$ cat src/rtl/tile_sequencer.sv
// rtl/tile_sequencer.sv - tiled feature-map sequencer issuing DMA and compute commands
module tile_sequencer #(
    parameter int AW  = 32,
    parameter int DW  = 11,
    parameter int OPW = 3
) (
    input  logic           clk,
    input  logic           rst,
    input  logic           start,
    input  logic [DW-1:0]  cfg_fm_w,
    input  logic [DW-1:0]  cfg_fm_h,
    input  logic [DW-1:0]  cfg_tile_w,
    input  logic [DW-1:0]  cfg_tile_h,
    input  logic [DW-1:0]  cfg_n_ch,
    input  logic [DW-1:0]  cfg_n_part,
    input  logic [DW-1:0]  cfg_part_step,
    input  logic           cfg_stride2,
    input  logic           cfg_mode_dw,
    input  logic [AW-1:0]  cfg_base_i,
    input  logic [AW-1:0]  cfg_base_k,
    input  logic [AW-1:0]  cfg_base_o,
    input  logic           dma_done,
    input  logic           cmp_done,
    output logic           dma_start,
    output logic [OPW-1:0] dma_op,
    output logic [AW-1:0]  dma_info1,
    output logic [AW-1:0]  dma_info2,
    output logic [AW-1:0]  dma_addr,
    output logic           cmp_start,
    output logic           cmp_op,
    output logic           busy,
    output logic           finish
);

    typedef enum logic [2:0] {
        S_IDLE, S_LD_FMI, S_LD_KER, S_CMP11, S_CMPDW, S_WR, S_NEXT, S_FINISH
    } state_t;

    localparam logic [OPW-1:0] OP_FMI = OPW'(1);
    localparam logic [OPW-1:0] OP_KER = OPW'(2);
    localparam logic [OPW-1:0] OP_WR  = OPW'(5);

    state_t        state;
    logic [DW-1:0] fm_w_q, fm_h_q, tile_w_q, tile_h_q, n_ch_q, n_part_q, part_step_q;
    logic          stride2_q, mode_dw_q;
    logic [AW-1:0] base_i_q, base_k_q, base_o_q;
    logic [DW-1:0] tx_q, ty_q, part_q;

    // Effective config: live inputs while IDLE so the first command issues on the start edge
    logic [DW-1:0] c_fm_w, c_fm_h, c_tile_w, c_tile_h, c_n_ch, c_n_part, c_step;
    logic          c_s2;
    logic [AW-1:0] c_base_i, c_base_k, c_base_o;
    logic [DW-1:0] n_tx, n_ty, n_part;
    logic          go_ker, go_fmi;
    logic [DW-1:0] rem_w, rem_h, rem_p, cw, ch, pw;
    logic [AW-1:0] fmi_addr, ker_addr, wr_addr;
    logic          dma_done_v, cmp_done_v;

    always_comb begin
        c_fm_w   = (state == S_IDLE) ? cfg_fm_w      : fm_w_q;
        c_fm_h   = (state == S_IDLE) ? cfg_fm_h      : fm_h_q;
        c_tile_w = (state == S_IDLE) ? cfg_tile_w    : tile_w_q;
        c_tile_h = (state == S_IDLE) ? cfg_tile_h    : tile_h_q;
        c_n_ch   = (state == S_IDLE) ? cfg_n_ch      : n_ch_q;
        c_n_part = (state == S_IDLE) ? cfg_n_part    : n_part_q;
        c_step   = (state == S_IDLE) ? cfg_part_step : part_step_q;
        c_s2     = (state == S_IDLE) ? cfg_stride2   : stride2_q;
        c_base_i = (state == S_IDLE) ? cfg_base_i    : base_i_q;
        c_base_k = (state == S_IDLE) ? cfg_base_k    : base_k_q;
        c_base_o = (state == S_IDLE) ? cfg_base_o    : base_o_q;

        n_tx   = tx_q;
        n_ty   = ty_q;
        n_part = part_q;
        go_ker = 1'b0;
        go_fmi = 1'b0;
        if (state == S_IDLE) begin
            n_tx   = '0;
            n_ty   = '0;
            n_part = '0;
        end else if (state == S_NEXT) begin
            if (({1'b0, part_q} + {1'b0, c_step}) < {1'b0, c_n_part}) begin
                n_part = part_q + c_step;
                go_ker = 1'b1;
            end else begin
                n_part = '0;
                if (({1'b0, tx_q} + {1'b0, c_tile_w}) < {1'b0, c_fm_w}) begin
                    n_tx   = tx_q + c_tile_w;
                    go_fmi = 1'b1;
                end else begin
                    n_tx = '0;
                    if (({1'b0, ty_q} + {1'b0, c_tile_h}) < {1'b0, c_fm_h}) begin
                        n_ty   = ty_q + c_tile_h;
                        go_fmi = 1'b1;
                    end
                end
            end
        end

        // Edge clipping; counters never pass their limits so these cannot underflow
        rem_w = c_fm_w - n_tx;
        rem_h = c_fm_h - n_ty;
        rem_p = c_n_part - n_part;
        cw    = (c_tile_w < rem_w) ? c_tile_w : rem_w;
        ch    = (c_tile_h < rem_h) ? c_tile_h : rem_h;
        pw    = (c_step < rem_p) ? c_step : rem_p;

        fmi_addr = c_base_i + AW'(n_ty) * AW'(c_fm_w) + AW'(n_tx);
        ker_addr = c_base_k + AW'(n_part) * AW'(c_n_ch);
        wr_addr  = c_base_o + AW'(n_ty >> c_s2) * AW'(c_fm_w >> c_s2) + AW'(n_tx >> c_s2);

        dma_done_v = dma_done && !dma_start;
        cmp_done_v = cmp_done && !cmp_start;
    end

    always_ff @(posedge clk or posedge rst) begin
        if (rst) begin
            state       <= S_IDLE;
            fm_w_q      <= '0;
            fm_h_q      <= '0;
            tile_w_q    <= '0;
            tile_h_q    <= '0;
            n_ch_q      <= '0;
            n_part_q    <= '0;
            part_step_q <= '0;
            stride2_q   <= 1'b0;
            mode_dw_q   <= 1'b0;
            base_i_q    <= '0;
            base_k_q    <= '0;
            base_o_q    <= '0;
            tx_q        <= '0;
            ty_q        <= '0;
            part_q      <= '0;
            dma_start   <= 1'b0;
            dma_op      <= '0;
            dma_info1   <= '0;
            dma_info2   <= '0;
            dma_addr    <= '0;
            cmp_start   <= 1'b0;
            cmp_op      <= 1'b0;
            busy        <= 1'b0;
            finish      <= 1'b0;
        end else begin
            dma_start <= 1'b0;
            cmp_start <= 1'b0;
            finish    <= 1'b0;
            case (state)
                S_IDLE: if (start) begin
                    fm_w_q      <= cfg_fm_w;
                    fm_h_q      <= cfg_fm_h;
                    tile_w_q    <= cfg_tile_w;
                    tile_h_q    <= cfg_tile_h;
                    n_ch_q      <= cfg_n_ch;
                    n_part_q    <= cfg_n_part;
                    part_step_q <= cfg_part_step;
                    stride2_q   <= cfg_stride2;
                    mode_dw_q   <= cfg_mode_dw;
                    base_i_q    <= cfg_base_i;
                    base_k_q    <= cfg_base_k;
                    base_o_q    <= cfg_base_o;
                    tx_q        <= '0;
                    ty_q        <= '0;
                    part_q      <= '0;
                    busy        <= 1'b1;
                    state       <= S_LD_FMI;
                    dma_start   <= 1'b1;
                    dma_op      <= OP_FMI;
                    dma_info1   <= AW'(cw);
                    dma_info2   <= AW'(ch);
                    dma_addr    <= fmi_addr;
                end
                S_LD_FMI: if (dma_done_v) begin
                    state     <= S_LD_KER;
                    dma_start <= 1'b1;
                    dma_op    <= OP_KER;
                    dma_info1 <= AW'(pw);
                    dma_info2 <= AW'(c_n_ch);
                    dma_addr  <= ker_addr;
                end
                S_LD_KER: if (dma_done_v) begin
                    state     <= S_CMP11;
                    cmp_start <= 1'b1;
                    cmp_op    <= 1'b0;
                end
                S_CMP11: if (cmp_done_v) begin
                    if (mode_dw_q) begin
                        state     <= S_CMPDW;
                        cmp_start <= 1'b1;
                        cmp_op    <= 1'b1;
                    end else begin
                        state     <= S_WR;
                        dma_start <= 1'b1;
                        dma_op    <= OP_WR;
                        dma_info1 <= AW'(cw >> c_s2);
                        dma_info2 <= AW'(ch >> c_s2);
                        dma_addr  <= wr_addr;
                    end
                end
                S_CMPDW: if (cmp_done_v) begin
                    state     <= S_WR;
                    dma_start <= 1'b1;
                    dma_op    <= OP_WR;
                    dma_info1 <= AW'(cw >> c_s2);
                    dma_info2 <= AW'(ch >> c_s2);
                    dma_addr  <= wr_addr;
                end
                S_WR: if (dma_done_v) state <= S_NEXT;
                S_NEXT: begin
                    tx_q   <= n_tx;
                    ty_q   <= n_ty;
                    part_q <= n_part;
                    if (go_ker) begin
                        state     <= S_LD_KER;
                        dma_start <= 1'b1;
                        dma_op    <= OP_KER;
                        dma_info1 <= AW'(pw);
                        dma_info2 <= AW'(c_n_ch);
                        dma_addr  <= ker_addr;
                    end else if (go_fmi) begin
                        state     <= S_LD_FMI;
                        dma_start <= 1'b1;
                        dma_op    <= OP_FMI;
                        dma_info1 <= AW'(cw);
                        dma_info2 <= AW'(ch);
                        dma_addr  <= fmi_addr;
                    end else begin
                        state  <= S_FINISH;
                        finish <= 1'b1;
                    end
                end
                S_FINISH: begin
                    state <= S_IDLE;
                    busy  <= 1'b0;
                end
                default: state <= S_IDLE;
            endcase
        end
    end

endmodule

$ cat config.mk
export PLATFORM = sky130hd
export DESIGN_NAME = tile_sequencer
export DESIGN_NICKNAME = d
export VERILOG_FILES = /design/src/rtl/tile_sequencer.sv
export SDC_FILE = /design/constraint.sdc
export NUM_CORES = 2
export LEC_CHECK = 0
export CAP_MARGIN = 20
export CORE_MARGIN = 10
export CORE_UTILIZATION = 55
export DETAILED_ROUTE_END_ITERATION = 16
export PLACE_DENSITY_LB_ADDON = 0.08
export SYNTH_ARGS = -nofsm -noshare
export SYNTH_HDL_FRONTEND = slang
export SYNTH_SLANG_ARGS = --single-unit
export TNS_END_PERCENT = 10
$ cat constraint.sdc
create_clock -name clk -period 24 [get_ports clk]
set_clock_uncertainty 0.1 [all_clocks]
set_input_delay 6 -clock clk [delete_from_list [all_inputs] [get_ports clk]]
set_output_delay 6 -clock clk [all_outputs]
set_load 0.005 [all_outputs]
# Yosys cells after proc, flatten, opt, wreduce, memory -nomap -nowiden
# Index checks and enable logic that the tools add are counted.
# totals
input_bits	180
wordCells	181
out_inout_bits	104
ff_bits	315
# op_classes
eq_ne	16
order_cmp	6
n_shift	5
multipliers	3
n_mux	97
add_sub_neg	14
reduce_logical	15
# op_table
op	n
32-bit 2-to-1 mux	24
32-bit case mux with 5 select lines	3
11-bit 2-to-1 mux	23
11-bit by 1-bit right shift with 32-bit output	5
11-bit case mux with 2 select lines	3
32-bit by 22-bit adder with 32-bit output	2
32-bit adder	2
11-bit by 11-bit multiplier with 22-bit output	2
11-bit by 11-bit adder with 12-bit output	3
12-bit by 11-bit < comparator with 1-bit output	3
3-bit 2-to-1 mux	12
11-bit adder	3
11-bit < comparator	3
11-bit subtractor	3
32-bit by 11-bit adder with 32-bit output	1
32-bit by 32-bit multiplier with 32-bit output	1
1-bit 2-to-1 mux	26
3-bit case mux with 8 select lines	1
2-bit != test, second input constant	8
3-bit case mux with 5 select lines	1
3-bit == test, second input constant	4
7-bit AND reduction	1
3-bit by 2-bit == test with 1-bit output, second input constant	2
1-bit case mux with 2 select lines	3
other kinds (11)	17

# Logic depth before layout (Yosys ltp)
# logic_depth
ltp_word	16
ltp_mapped	53
depth_no_buf	45

# Worst setup path before layout
# Ideal clock, no wire load.
# synth_path
kind	input port to flip-flop
from	input cfg_part_step[1]
to	register dma_addr[24]
path_stages	46
path_slack_ps	7737
setup_time_ps	121
required_ps	23779
path_buffers	2
t_arrival_ps	16042
cell_sequence	nand2_1 > nand2_1 > ha_1 > a211oi_1 > o21ai_0 > a21o_1 > a21o_1 > a21o_1 > a21oi_1 > xnor2_1 > ha_1 > a211oi_1 > o21ai_0 > nor4_2 > a21oi_2 > o21ai_2 > nor2_1 > buf_4 > (+10 left out) > fa_1 > inv_1 > ha_1 > ha_1 > fa_1 > inv_1 > fa_1 > inv_1 > ha_1 > a211oi_1 > or3b_2 > o211ai_1 > o21ai_0 > a211oi_1 > o21bai_1 > xnor2_1 > o221ai_1 > o22a_1
# synth_between
elab_chain_cells	13
elab_cells_between_ends	39
classes_between	7 x add/sub; 3 x mul; 1 x order compare; 1 x eq/ne; 2 x shift; 24 x mux; 1 x reduce/logical
# synth_lines
item	line	rtl
start, declared	16	input logic [DW-1:0] cfg_part_step,
11-bit 2-to-1 mux (*)	66	c_step = (state == S_IDLE) ? cfg_part_step : part_step_q;
11-bit by 11-bit adder with 12-bit output	82	if (({1'b0, part_q} + {1'b0, c_step}) < {1'b0, c_n_part}) begin
12-bit by 11-bit < comparator with 1-bit output	82	
11-bit 2-to-1 mux	82	
11-bit 2-to-1 mux	81	end else if (state == S_NEXT) begin
11-bit 2-to-1 mux	77	if (state == S_IDLE) begin
11-bit by 1-bit right shift with 32-bit output	110	wr_addr = c_base_o + AW'(n_ty >> c_s2) * AW'(c_fm_w >> c_s2) + AW'(n_tx >> c_s2);
32-bit by 32-bit multiplier with 32-bit output	110	
32-bit adder (2 in series)	110	
32-bit 2-to-1 mux	186	if (mode_dw_q) begin
32-bit 2-to-1 mux	185	S_CMP11: if (cmp_done_v) begin
32-bit case mux with 5 select lines	147	case (state)
end signal, assigned	178	dma_addr <= ker_addr;
end signal, assigned	196	dma_addr <= wr_addr;
end signal, assigned	205	dma_addr <= wr_addr;
end, declared	28	output logic [AW-1:0] dma_addr,
# Every way passes the cells marked *; elsewhere a longest branch is shown, timed or not. The select of a mux whose other input is x is not followed.
# A chain may end at the register's enable or synchronous reset.

# Worst setup path after layout
# layout_path
from	input cfg_tile_h[0]
to	register dma_addr[24]
# layout_between
elab_chain_cells	15
elab_cells_between_ends	30
classes_between	6 x add/sub; 2 x mul; 1 x order compare; 1 x eq/ne; 1 x shift; 18 x mux; 1 x reduce/logical
# layout_lines
item	line	rtl
start, declared	13	input logic [DW-1:0] cfg_tile_h,
11-bit 2-to-1 mux (*)	63	c_tile_h = (state == S_IDLE) ? cfg_tile_h : tile_h_q;
11-bit by 11-bit adder with 12-bit output	92	if (({1'b0, ty_q} + {1'b0, c_tile_h}) < {1'b0, c_fm_h}) begin
12-bit by 11-bit < comparator with 1-bit output	92	
11-bit 2-to-1 mux	92	
11-bit 2-to-1 mux	87	if (({1'b0, tx_q} + {1'b0, c_tile_w}) < {1'b0, c_fm_w}) begin
11-bit 2-to-1 mux	82	
11-bit 2-to-1 mux	81	
11-bit 2-to-1 mux	77	
11-bit by 1-bit right shift with 32-bit output	110	
32-bit by 32-bit multiplier with 32-bit output	110	
32-bit adder (2 in series)	110	
32-bit 2-to-1 mux	186	
32-bit 2-to-1 mux	185	
32-bit case mux with 5 select lines	147	
# Marked as above.

==> flow_metrics.tcl <==
set metrics [dict create \
    grt_pass1_vias 27851 \
    ys_warn_count 0 \
    worstMarginPinSlew_ns 1.20 \
    grt_start_max_net_pins 104 \
    wl_per_cell_um 21.0 \
    synth-xor-area-share 0.0301 \
    status "completed" \
    diodes 0 \
    reg2reg_slack_ns 9.99 \
    hold_violations 0 \
    synth_top_area_frac 0.199 \
    nNetsFinal 4933 \
    r2r_start "state[0]" \
    place.gp.congestion 0.946 \
    wl_mm 104 \
    path_class "in2reg" \
    die_h_um 270 \
    period_needed_ns 17.72 \
    cts_sinks 273 \
    vias 27999 \
    track_usage 0.280 \
    grt_pass1_wl_mm 161 \
    syn_area_mm2 0.0344 \
    port_buffers 241 \
    finalSetupTns_ns 0 \
    crit_arrival_ns 18.07 \
    fin_ws_ns 6.28 \
    max_freq_mhz 56.4 \
    max_stage_delay_ns 0.69 \
    htree_num_levels 2 \
    first_pass_iters 7 \
    fin_crit_sh 0.738 \
    start_util 0.556 \
    maxSlewHeadroom 0.194 \
    worstSkewPairLatency_ns 0.57 \
    synth_async_sr_flop_share 1.00 \
    clk_pin_slew_ns 0.06 \
    fp.dieW_um 270 \
    synth-seq-cells 273 \
    cts_resized 0 \
    synth_ff_type "dfrtp_1" \
    synth_area_leaders "dfrtp_1, fa_1, ha_1" \
    antenna_found_initial 1 \
    io_pins 284 \
    yosysTopAreaCell "dfrtp_1" \
    synth_edf_count 0 \
    drive_gt1_frac 0.0791 \
    cts_setup_buffers 0 \
    num_rows 91 \
    critPathLaunch "cfg_tile_h[0]" \
    drc 0 \
    fin_area_mm2 0.0385 \
    hpwl_mm 83.4 \
    syn2layout_area_growth_pct 11.9 \
    numCtsBuffers 35 \
    synth-simple-area-share 0.144 \
    cp_num_buf_inv 8 \
    ys_types 87 \
    preCtsSetupSlack_ns 5.82 \
    syn_avg_cell_area_um2 8.86 \
    maxSlewViolCount 0 \
    postRouteAntennaNets 0 \
    initialDrtViolationCount 2182 \
    met1_usage 0.368 \
    end_kind "flop" \
    ys_seq_area_frac 0.199 \
    synthAdderAreaFrac 0.325 \
    ctsRootBufferMaster "clkbuf_16" \
    overflow 0 \
    via_per_inst 5.69 \
    grt.met3_usage 0.0639 \
    required_ns 24.35 \
    crit_family "adder cells" \
    min_from "base_o_q[7]" \
    synthCells 3882 \
    cts_tree "done" \
    muxShareOfSynthArea 0.0956 \
    synth-compound-area-share 0.119 \
    cts_buffer_depth 3 \
    hp-class "reg2reg" \
    final_core_util 0.623 \
    die-area_mm2 0.0729 \
    dpl-instance-area_mm2 0.0374 \
    grtUsageMet2 0.449 \
    core_area_mm2 0.0618 \
    synth_top_family_by_area "adder cells" \
    cp_max_fo 11 \
    postCtsHoldBufs 0 \
    maxCapViolCount 0 \
    critPathLaunchType "primary input" \
    setup_viol 0 \
    rsz0062_at_grt "no" \
    slowest_stage "nor2_1" \
    grt.busiest_layer "met2" \
]
metal layers:
metal	wire, um	vias to the layer above
li1	-	13134
met1	44000	13612
met2	46900	1066
met3	8940	185
met4	3700	2
met5	13	-
layout by cell type, fill, tap and decap left out, drive strengths merged, types with 18 or more instances in the layout:
cell type | netlist | final
mux2i | 111 | 111
xnor2 | 77 | 77
fa | 331 | 331
or2 | 18 | 18
clkbuf | 82 | 49
and3 | 18 | 18
inv | 554 | 555
conb | 1 | 42
nor3 | 42 | 42
o21ai | 122 | 122
o211ai | 22 | 22
nand2b | 31 | 31
ha | 364 | 364
nor2b | 26 | 26
a222oi | 21 | 21
a21o | 50 | 50
clkdlybuf4s50 | 0 | 241
nand2 | 583 | 583
and2 | 23 | 23
mux2 | 180 | 180
nor2 | 322 | 322
xor2 | 41 | 41
nand3 | 49 | 49
buf | 98 | 37
o21a | 30 | 30
a211oi | 38 | 38
a22oi | 22 | 22
a22o | 20 | 20
a31oi | 33 | 33
dfrtp | 273 | 273
a21oi | 155 | 155
path summary, 6_finish.rpt:
| check | endpoint | cells after the start |
|---|---|---|
| worst max-delay path | dma_addr[24] | 44 |
| worst min-delay path | base_o_q[7] | 1 |
| worst max register to register | dma_addr[24] | 45 |
| worst min register to register | base_o_q[7] | 1 |
| max in group asynchronous | base_o_q[23] | 4 |
| min in group asynchronous | fm_h_q[1] | 2 |
sequential cells by signal (all words and copies together) (netlist names), 11 cells and up:
name / cells
base_i_q: 32
base_k_q: 32
base_o_q: 32
dma_addr: 32
dma_info1: 11
dma_info2: 11
fm_h_q: 11
fm_w_q: 11
n_ch_q: 11
n_part_q: 11
part_q: 11
part_step_q: 11
tile_h_q: 11
tile_w_q: 11
tx_q: 11
ty_q: 11
final cells by class:
class                   instances  area (um2)
well taps                     837        1050
clock inverters                12         134
flip-flops and latches        273        6830
clock buffers                  49         968
multi-input cells            2913       24700
fillers                      5455       23300
repair buffers                278        2700
inverters                     557        2100
stage by stage:
stage | hold WS (ns) | instances
4_1_cts | 0.406 | 4917
3_5_place_dp | 0.394 | 4856
3_3_place_gp | 0.387 | 4856
6_report | 0.402 | 4919
2_1_floorplan | 0.370 | 3923
5_1_grt | 0.413 | 4919
Yosys cell counts (22+ instances only):
library cell,instances
nand2_1,583
inv_1,551
ha_1,364
fa_1,331
nor2_1,322
dfrtp_1,273
mux2_2,178
a21oi_1,151
o21ai_0,107
mux2i_1,99
clkbuf_1,82
xnor2_1,77
a21o_1,50
nand3_1,49
buf_4,48
xor2_1,41
buf_2,40
nor3_1,38
a211oi_1,35
a31oi_1,33
nand2b_1,31
o21a_1,30
nor2b_1,26
and2_1,23
a22oi_1,22
o211ai_1,22
logic make-up (layout without fill, tap and decap cells):
kind of cell | Yosys count | after routing
and+or+nand+nor | 1155 | 1155
muxes | 291 | 291
other | 1 | 42
AOI/OAI and AO/OA | 612 | 612
DFF | 273 | 273
buffers and inverters | 737 | 896
adders and majority gates | 695 | 695
xor gates and xnor gates | 118 | 118
Power is left out: the tool's default activity adds up to more than one toggle a clock period on the data nets, which glitch-free logic cannot reach.
